==> config.mk <==
export PLATFORM = sky130hd
export DESIGN_NAME = instruction_decode_fsm
export DESIGN_NICKNAME = d
export VERILOG_FILES = /design/src/rtl/instruction_decode_fsm.sv
export SDC_FILE = /design/constraint.sdc
export NUM_CORES = 1
export LEC_CHECK = 0
export BUFFER_PORTS_ARGS = -buffer_cell sky130_fd_sc_hd__buf_2
export CELL_PAD_IN_SITES_DETAIL_PLACEMENT = 1
export CELL_PAD_IN_SITES_GLOBAL_PLACEMENT = 1
export CORE_AREA = 3 3 232 234
export CTS_BUF_LIST = sky130_fd_sc_hd__clkbuf_8
export DETAILED_ROUTE_END_ITERATION = 16
export DIE_AREA = 0 0 235 237
export GPL_TIMING_DRIVEN = 0
export PLACE_DENSITY = 0.7
export SLEW_MARGIN = 20
export SYNTH_ARGS = -nofsm -noshare
export SYNTH_HDL_FRONTEND = slang
export SYNTH_SLANG_ARGS = --single-unit
==> constraint.sdc <==
create_clock -name Clock -period 10.6 [get_ports Clock]
set_input_delay 2.12 -clock Clock [delete_from_list [all_inputs] [get_ports Clock]]
set_output_delay 2.12 -clock Clock [all_outputs]
set_load 0.02 [all_outputs]
==> src/rtl/instruction_decode_fsm.sv <==
// Fetch/decode sequencer: ROM fetch, field split, dual source read,
// hazard-aware issue to the execution FSM and branch redirect.
module instruction_decode_fsm #(
  parameter int ROM_ADDR_W  = 16,
  parameter int INST_W      = 64,
  parameter int OP_W        = 16,
  parameter int DATA_ADDR_W = 16,
  parameter int DATA_ROW_W  = 96,
  parameter logic [OP_W-1:0] RETURN_OP = 16'h0001
) (
  input  logic                   Clock,
  input  logic                   Reset,
  input  logic                   iEnable,
  input  logic [ROM_ADDR_W-1:0]  iInitialIp,
  output logic [ROM_ADDR_W-1:0]  oInstructionAddress,
  input  logic [INST_W-1:0]      iInstruction,
  output logic [DATA_ADDR_W-1:0] oRAMReadAddress0,
  output logic [DATA_ADDR_W-1:0] oRAMReadAddress1,
  input  logic [DATA_ROW_W-1:0]  iRAMData0,
  input  logic [DATA_ROW_W-1:0]  iRAMData1,
  input  logic                   iExeBusy,
  input  logic [DATA_ADDR_W-1:0] iLastDestination,
  input  logic                   iBranchTaken,
  input  logic                   iBranchNotTaken,
  input  logic [ROM_ADDR_W-1:0]  iJumpIp,
  output logic                   oDecodeDone,
  output logic [OP_W-1:0]        oOperation,
  output logic [DATA_ADDR_W-1:0] oDestination,
  output logic [DATA_ROW_W-1:0]  oSource0,
  output logic [DATA_ROW_W-1:0]  oSource1,
  output logic [ROM_ADDR_W-1:0]  oCurrentIp,
  output logic                   oBusy,
  output logic                   oProgramDone
);

  typedef enum logic [2:0] {
    IDLE,
    FETCH,
    LATCH_INST,
    READ_DATA,
    ISSUE,
    WAIT_BRANCH
  } state_t;

  localparam logic [ROM_ADDR_W-1:0] IP_ONE = 1;

  state_t                 state;
  logic [ROM_ADDR_W-1:0]  ip;
  logic [DATA_ADDR_W-1:0] src0;
  logic [DATA_ADDR_W-1:0] src1;
  logic                   pending;

  logic [OP_W-1:0]        f_op;
  logic [DATA_ADDR_W-1:0] f_dest;
  logic [DATA_ADDR_W-1:0] f_src1;
  logic [DATA_ADDR_W-1:0] f_src0;
  logic                   hazard;
  logic                   issue_ok;
  logic                   is_branch;
  logic                   is_return;

  assign f_op   = iInstruction[INST_W-1 -: OP_W];
  assign f_dest = iInstruction[2*DATA_ADDR_W +: DATA_ADDR_W];
  assign f_src1 = iInstruction[DATA_ADDR_W +: DATA_ADDR_W];
  assign f_src0 = iInstruction[0 +: DATA_ADDR_W];

  assign hazard = iExeBusy &&
    (src0 == iLastDestination || src1 == iLastDestination);
  assign is_branch = oOperation[OP_W-1];
  assign is_return = oOperation == RETURN_OP;
  assign issue_ok  = state == ISSUE && !iExeBusy && !pending;

  // Strobes follow ISSUE and the live busy input, so they never
  // coincide with iExeBusy high.
  assign oDecodeDone  = issue_ok;
  assign oProgramDone = issue_ok && !is_branch && is_return;
  assign oBusy        = state != IDLE;

  assign oInstructionAddress = ip;
  // Sync RAM must see the source rows while ROM data is on the bus.
  assign oRAMReadAddress0 = (state == LATCH_INST) ? f_src0 : src0;
  assign oRAMReadAddress1 = (state == LATCH_INST) ? f_src1 : src1;

  always_ff @(posedge Clock or posedge Reset) begin
    if (Reset) begin
      state        <= IDLE;
      ip           <= '0;
      src0         <= '0;
      src1         <= '0;
      pending      <= 1'b0;
      oOperation   <= '0;
      oDestination <= '0;
      oSource0     <= '0;
      oSource1     <= '0;
      oCurrentIp   <= '0;
    end else begin
      unique case (state)
        IDLE: begin
          if (iEnable) begin
            ip    <= iInitialIp;
            state <= FETCH;
          end
        end
        FETCH: state <= LATCH_INST;
        LATCH_INST: begin
          oOperation   <= f_op;
          oDestination <= f_dest;
          src0         <= f_src0;
          src1         <= f_src1;
          oCurrentIp   <= ip;
          state        <= READ_DATA;
        end
        READ_DATA: begin
          oSource0 <= iRAMData0;
          oSource1 <= iRAMData1;
          state    <= ISSUE;
        end
        ISSUE: begin
          if (iExeBusy) begin
            if (hazard) pending <= 1'b1;
          end else if (pending) begin
            // re-read so the write-back row is captured
            pending <= 1'b0;
            state   <= READ_DATA;
          end else if (is_branch) begin
            state <= WAIT_BRANCH;
          end else if (is_return) begin
            state <= IDLE;
          end else begin
            ip    <= ip + IP_ONE;
            state <= FETCH;
          end
        end
        WAIT_BRANCH: begin
          if (iBranchTaken) begin
            ip    <= iJumpIp;
            state <= FETCH;
          end else if (iBranchNotTaken) begin
            ip    <= ip + IP_ONE;
            state <= FETCH;
          end
        end
        default: state <= IDLE;
      endcase
    end
  end

endmodule

==> impl_metrics.py, run 1 <==
metrics = {
    "setup_path": {
        "crit_type": "reg -> out",
        "cp.arrival_ns": 2.84,
        "required_ns": 8.48,
        "critical_path.max_fanout": 10,
        "end_kind": "output port",
        "worstSetupStartpointType": "flip-flop",
    },
    "sta": {
        "clock_skew_ns": 0.0113,
        "timing.final.crit_share_pct": 46.8,
        "slew_viol_final": 0,
        "whs_ns": 0.500,
        "finalSetupViolCount": 0,
        "worst_pin_slew_ns": 0.667,
        "tns_ns": 0,
        "relSlewSlack_pct": 55.5,
        "rsz0062_at_grt": "false",
        "hold_viol_final": 0,
        "max_freq_mhz": 202,
        "period_minus_slack_ns": 4.96,
    },
    "die": {
        "dieArea_mm2": 0.0557,
        "rows": 84,
        "pin_count": 601,
        "fp.dieH_um": 237,
        "core_mm2": 0.0522,
        "die_w_um": 235,
        "start_util_pct": 22.9,
    },
    "synth": {
        "synth_fp_nets": 1120,
        "netlist_instances": 809,
        "seq_area_frac_synth_pct": 61.0,
        "ys_warn_count": 0,
        "synth_ff_type": "dfrtp_1",
        "async_flop_share_pct": 100,
        "synth_edf_count": 0,
        "synthDistinctLibCells": 57,
        "synth_area_mm2": 0.0120,
        "ys_ff_latch": 292,
        "syn_avg_cell_area_um2": 14.8,
    },
    "hold_path": {
        "hp-class": "reg -> reg",
    },
    "route": {
        "routed_wirelength_um": 44000,
        "drcViolationCount": 0,
        "viasPerCell": 4.33,
        "via_count": 9541,
        "drt_iter0_drc": 229,
        "wl_per_cell_um": 20.0,
        "ant_nets": 0,
        "firstDrtPassIters": 4,
    },
    "finish": {
        "nNetsFinal": 1779,
        "fin_cells": 2203,
        "nFillCells": 5913,
        "drive_gt1_share_pct": 67.3,
        "syn_to_final_growth_pct": 42.9,
    },
    "grt": {
        "grt_pass1_vias": 10771,
        "gr-usage-all-layers_pct": 15.2,
        "grt_max_degree": 93,
        "antenna_found_initial": 9,
        "grt_overflow_total": 0,
        "grt_pass1_wl_um": 65300,
    },
    "pwr": {
        "seqPwrFrac_pct": 33.9,
        "p_int_uw": 3550,
        "pwr-share-comb_pct": 47.0,
        "p_per_area_mw_per_mm2": 356,
        "irDropWorstVdd_mv": 0.179,
        "power.share.clock_pct": 19.1,
        "switching_share_pct": 41.7,
        "leakage_uw": 0.00818,
        "p_sw_uw": 2540,
    },
    "place": {
        "placed_cells": 2100,
        "dpl.hpwl_um": 34700,
        "gp_congestion": 0.846,
        "io_buffer_count": 600,
    },
    "clock_network": {
        "h-tree-depth": 2,
        "root_buffer": "clkbuf_8",
        "clock_latency_ns": 0.61,
        "postCtsResizedCells": 0,
        "cts_setup_buffers": 0,
        "cts_buffers": 54,
        "cts_tree": "yes",
        "cts_buffer_depth": 3,
        "cts.sinks": 292,
        "cts.clk_slew.worst_paths_ns": 0.06,
        "cts_hold_buffers": 0,
    },
    "run": {
        "maxCapViolCount": 0,
    },
    "run_status": {
        "status": "finished clean",
    },
}
cell type report:
type / instances / area [um^2] / share of cell area [%]
flip-flops and latches: 292 / 7310 / 42.7
diodes: 5 / 12.5 / 0.0731
plain buffers: 44 / 239 / 1.40
inverters: 5 / 26.3 / 0.154
multi-input cells: 468 / 4420 / 25.8
repair buffers: 603 / 3090 / 18.0
clock inverters: 26 / 176 / 1.03
clock buffers: 72 / 991 / 5.79
well taps: 688 / 861 / 5.03
registers in the layout (all words and copies together), names as in the netlist:
signal,cells
oSource0,96
state,3
src1,16
oInstructionAddress,16
src0,16
oOperation,16
oDestination,16
pending,1
oSource1,96
oCurrentIp,16
layer usage:
metal | vias to the layer above | part of all wire, % | track usage (%)
li1 | 4237 | - | -
met1 | 4829 | 38 | 17.0
met2 | 375 | 52 | 27.0
met3 | 92 | 6.7 | 4.69
met4 | 8 | 2.9 | 5.56
met5 | - | 0.11 | 0
through the flow:
step                util, %  cell area, um^2  total power [uW]  setup WS, ns
floorplan                 -            12000              3870         0.418
global placement       30.3            15800              4880         -3.09
detailed placement     30.5            15900              4980          5.67
CTS                    32.7            17100              6200          5.42
global route           32.8            17100              6450          5.37
finish                 32.8            17100              6090          5.64
kinds of logic after synthesis:
group                    Yosys count  synth area share, %
AO/OA/AOI/OAI                     79                 4.41
buffers and inverters             49                 2.15
flip-flops                       292                 61.0
adder cells (fa/ha/maj)            1                0.104
XOR/XNOR                          34                 2.49
multiplexers                     273                 25.7
AND/OR/NAND/NOR                   81                 4.21
cells in the final DEF (no fill, tap or decap), types with 10 or more instances in the layout:
cell type / n
o21ai_0: 28
nand4_1: 11
nand2_1: 18
a21oi_1: 18
nor2_1: 12
xnor2_1: 33
clkbuf_8: 72
dfrtp_1: 292
clkinv_2: 10
buf_2: 635
inv_1: 15
mux2_2: 272
final timing paths:
kind	startpoint	endpoint	slack, ns	cells past startpoint
worst max-delay path	state[0]$_DFFE_PP0P_	oRAMReadAddress0[9]	5.64	6
worst min-delay path	oSource0[66]$_DFFE_PP0N_	oSource0[66]$_DFFE_PP0N_	0.50	1
worst max register to register	state[0]$_DFFE_PP0P_	oOperation[13]$_DFFE_PP0P_	8.33	5
worst min register to register	oSource0[66]$_DFFE_PP0N_	oSource0[66]$_DFFE_PP0N_	0.50	1
max in group asynchronous	Reset	oDestination[13]$_DFFE_PP0P_	7.83	4
min in group asynchronous	Reset	oSource0[44]$_DFFE_PP0N_	1.63	2
power by group through the flow:
| stage | Clock, uW | Sequential, uW | Combinational, uW |
|---|---|---|---|
| 3_3_place_gp | 0 | 2040 | 2840 |
| 3_5_place_dp | 0 | 2080 | 2900 |
| 4_1_cts | 1220 | 2070 | 2910 |
| 5_1_grt | 1270 | 2130 | 3050 |
| 2_1_floorplan | 0 | 2640 | 1230 |
| 6_report | 1160 | 2070 | 2860 |
cell usage after synthesis (3+ instances only):
cell type  number  area [um^2]
a21oi_1        18         90.1
a31oi_1         3         18.8
and2_1          5         31.3
and3_1          3         18.8
buf_2          35          175
buf_4           4         30.0
clkbuf_1        3         11.3
dfrtp_1       292         7310
inv_1           5         18.8
mux2_2        272         3060
nand2_1        18         67.6
nand2b_1        4         25.0
nand3_1         6         30.0
nand4_1        11         68.8
nor2_1         12         45.0
nor3_1          3         15.0
nor4_1          3         18.8
nor4_4          3         63.8
o21ai_0        28          140
xnor2_1        33          289
critical path, cell delays in order (launching register included):
cell and delay, ns:
dfrtp_1 0.40, buf_4 0.18, nor3b_1 0.17, clkbuf_1 0.50, buf_2 0.40, mux2_2 0.40, buf_2 0.17
(Power assumes the default switching activity.)
==> run 2: changes to the inputs <==
--- a/config.mk
+++ b/config.mk
@@ -5,6 +5,7 @@
 export SDC_FILE = /design/constraint.sdc
 export NUM_CORES = 1
 export LEC_CHECK = 0
+export ABC_AREA = 1
 export BUFFER_PORTS_ARGS = -buffer_cell sky130_fd_sc_hd__buf_2
 export CELL_PAD_IN_SITES_DETAIL_PLACEMENT = 1
 export CELL_PAD_IN_SITES_GLOBAL_PLACEMENT = 1
@@ -13,7 +14,7 @@
 export DETAILED_ROUTE_END_ITERATION = 16
 export DIE_AREA = 0 0 235 237
 export GPL_TIMING_DRIVEN = 0
-export PLACE_DENSITY = 0.7
+export PLACE_DENSITY = 0.75
 export SLEW_MARGIN = 20
 export SYNTH_ARGS = -nofsm -noshare
 export SYNTH_HDL_FRONTEND = slang
==> constraint.sdc (replaced) <==
create_clock -name Clock -period 4.5 [get_ports Clock]
set_input_delay 0.9 -clock Clock [delete_from_list [all_inputs] [get_ports Clock]]
set_output_delay 0.9 -clock Clock [all_outputs]
set_load 0.02 [all_outputs]
==> run 2 against run 1 <==
Global-route usage grew 2.4 points. Final cell count up 29%. Synthesized cell count is 80% higher. Die area stayed put. Via count up 30%. Critical endpoint is now oProgramDone. Highest routed layer unchanged.
==> impl_metrics.py, run 2 <==
metrics = {
    "sta": {
        "relSlewSlack_pct": 49.6,
        "slew_viol_final": 0,
        "tns_ns": 0,
        "clock_skew_ns": 0.0278,
        "timing.final.crit_share_pct": 83.1,
        "hold_viol_final": 0,
        "worst_pin_slew_ns": 0.755,
        "finalSetupViolCount": 0,
        "rsz0062_at_grt": "false",
        "period_minus_slack_ns": 3.74,
        "max_freq_mhz": 267,
    },
    "pwr": {
        "leakage_uw": 0.00991,
        "irDropWorstVdd_mv": 0.347,
        "p_per_area_mw_per_mm2": 811,
    },
    "place": {
        "dpl.hpwl_um": 40500,
        "gp_congestion": 0.907,
        "io_buffer_count": 600,
        "placed_cells": 2750,
    },
    "synth": {
        "async_flop_share_pct": 100,
        "synth_fp_nets": 1764,
        "synth_most_common_cell": "nand2_1",
        "syn_avg_cell_area_um2": 8.41,
        "yosysTopAreaCell": "dfrtp_1",
        "ys_ff_latch": 292,
        "synth_area_mm2": 0.0122,
        "synthDistinctLibCells": 31,
        "seq_area_frac_synth_pct": 59.8,
        "synth_edf_count": 0,
        "yosys-top-cells-count": "770 x nand2_1, 292 x dfrtp_1, 86 x nor2_1",
        "synth_ff_type": "dfrtp_1",
        "yosys-top-cells-area": "dfrtp_1 60%, nand2_1 24%, mux2_2 3.0%",
        "netlist_instances": 1453,
        "ys_warn_count": 0,
        "synth_top_cell_area_share_pct": 59.8,
    },
    "clock_network": {
        "cts.clk_slew.worst_paths_ns": 0.06,
        "cts_buffer_depth": 3,
        "h-tree-depth": 2,
        "root_buffer": "clkbuf_8",
        "clock_latency_ns": 0.61,
        "cts.sinks": 292,
        "cts_setup_buffers": 0,
        "cts_hold_buffers": 0,
        "cts_tree": "yes",
        "cts_buffers": 53,
        "postCtsResizedCells": 0,
    },
    "die": {
        "die_w_um": 235,
        "dieArea_mm2": 0.0557,
        "rows": 84,
        "core_mm2": 0.0522,
        "fp.dieH_um": 237,
        "pin_count": 601,
        "start_util_pct": 23.4,
    },
    "finish": {
        "largestRegisters": "oSource0 x96, oSource1 x96",
        "drive_gt1_share_pct": 34.6,
        "layout.area.seq_mm2": 0.00731,
        "nNetsFinal": 2428,
        "syn_to_final_growth_pct": 42.0,
        "multi_input_area_mm2": 0.00434,
        "fin_cells": 2852,
        "mostFrequentLayoutCell": "nand2_1",
        "layout_common_cells": "770 x nand2_1, 622 x buf_2, 292 x dfrtp_1",
        "nFillCells": 6542,
    },
    "setup_path": {
        "critical_path.max_fanout": 3,
        "endpoint": "oProgramDone",
        "end_kind": "output port",
        "worstReg2RegStart": "state[1]$_DFFE_PP0P_",
        "reg2reg_depth": 6,
        "worstSetupStartpointType": "flip-flop",
        "crit_type": "reg -> out",
        "worst_r2r_endpoint": "oSource0[10]$_DFFE_PP0N_",
        "required_ns": 3.60,
        "rrSetupSlack_ns": 2.18,
        "crit_start": "oOperation[12]$_DFFE_PP0P_",
        "cp.arrival_ns": 2.84,
    },
    "grt": {
        "grt_pass1_wl_um": 77200,
        "grt_pass1_vias": 13504,
        "grt_overflow_total": 0,
        "grt_max_degree": 35,
        "gr-usage-all-layers_pct": 17.5,
        "antenna_found_initial": 9,
    },
    "route": {
        "wl_per_cell_um": 17.7,
        "drt_iter0_drc": 388,
        "wl_met2_um": 25600,
        "dr_wl_met3_um": 3640,
        "dr.max_layer_used": "met5",
        "firstDrtPassIters": 4,
        "via_count": 12427,
        "routed_wirelength_um": 50600,
        "ant_nets": 0,
        "wl_met1_um": 19400,
        "viasPerCell": 4.36,
        "drcViolationCount": 0,
    },
    "run": {
        "maxCapViolCount": 0,
    },
    "run_status": {
        "status": "finished clean",
    },
    "hold_path": {
        "hp-class": "in -> async",
    },
}
[run 2: changes by cell type after synthesis, moves of 29 or more]
cell / previous run / this run
nand2_1: 18 / 770
mux2_2: 272 / 33
inv_1: 5 / 79
nor2_1: 12 / 86
xnor2_1: 33 / 1
clkbuf_1: 3 / 32
[run 2: area by class of cell]
cell class,instances,area share (%)
Inverter,82,1.80
Sequential cell,292,42.1
Clock buffer,66,5.24
Timing Repair Buffer,609,18.4
Buffer,61,1.52
Multi-Input combinational cell,1018,25.0
Antenna cell,8,0.115
Clock inverter,28,0.844
Tap cell,688,4.96
[run 2: worst min path at each step]
stage	endpoint	slack [ns]	cells past startpoint
finish	oSource1[19]$_DFFE_PP0N_	0.42	2
global placement	oSource0[31]$_DFFE_PP0N_	0.45	2
floorplan	pending$_DFFE_PP0P_	0.56	2
detailed placement	oSource1[90]$_DFFE_PP0N_	0.45	2
global route	oSource0[35]$_DFFE_PP0N_	0.40	2
CTS	oSource1[22]$_DFFE_PP0N_	0.37	2
[run 2: cells by family (layout without fill, tap and decap cells)]
| family | Yosys count | count (layout) | synth area share (%) |
|---|---|---|---|
| simple gates | 890 | 890 | 28.0 |
| flops | 292 | 292 | 59.8 |
| buf+inv | 143 | 846 | 4.68 |
| compound gates | 89 | 89 | 4.05 |
| mux | 33 | 33 | 3.04 |
| xor+xnor | 5 | 5 | 0.358 |
| fa+ha+maj | 1 | 1 | 0.102 |
| other cells | 0 | 8 | 0 |
[run 2: power by group]
part,total [uW],internal (uW),leakage [uW],switching [uW]
Clock,2520,1370,0.000630,1150
Combinational,6780,2090,0.00575,4690
Sequential,4760,3950,0.00352,813
Total,14100,7410,0.00991,6660
[run 2: metrics by stage]
step / total power (uW) / util, % / worst slack [ns] / area, um^2 / hold WS [ns]
final: 14100 / 33.2 / 0.760 / 17300 / 0.423
after floorplan: 8750 / - / -0.275 / 12200 / 0.563
after CTS: 14300 / 33.2 / 0.624 / 17300 / 0.369
after global placement: 11400 / 30.8 / -2.16 / 16100 / 0.449
after detailed placement: 11600 / 31.1 / 1.33 / 16300 / 0.453
after global routing: 15100 / 33.2 / 0.563 / 17300 / 0.399
[run 2: per-layer routing]
metal	global-route usage, %	up-vias
met1	19.4	6042
met4	6.79	8
met5	0	-
met3	5.40	116
li1	-	5804
met2	31.4	457
[run 2: critical path, cell delays in order, from the launching register on]
cell and delay [ns]:
dfrtp_1 0.44, nor2_1 0.31, nand2_1 0.14, nor2_1 0.41, nand2_1 0.16, nor4_1 0.48, buf_2 0.29
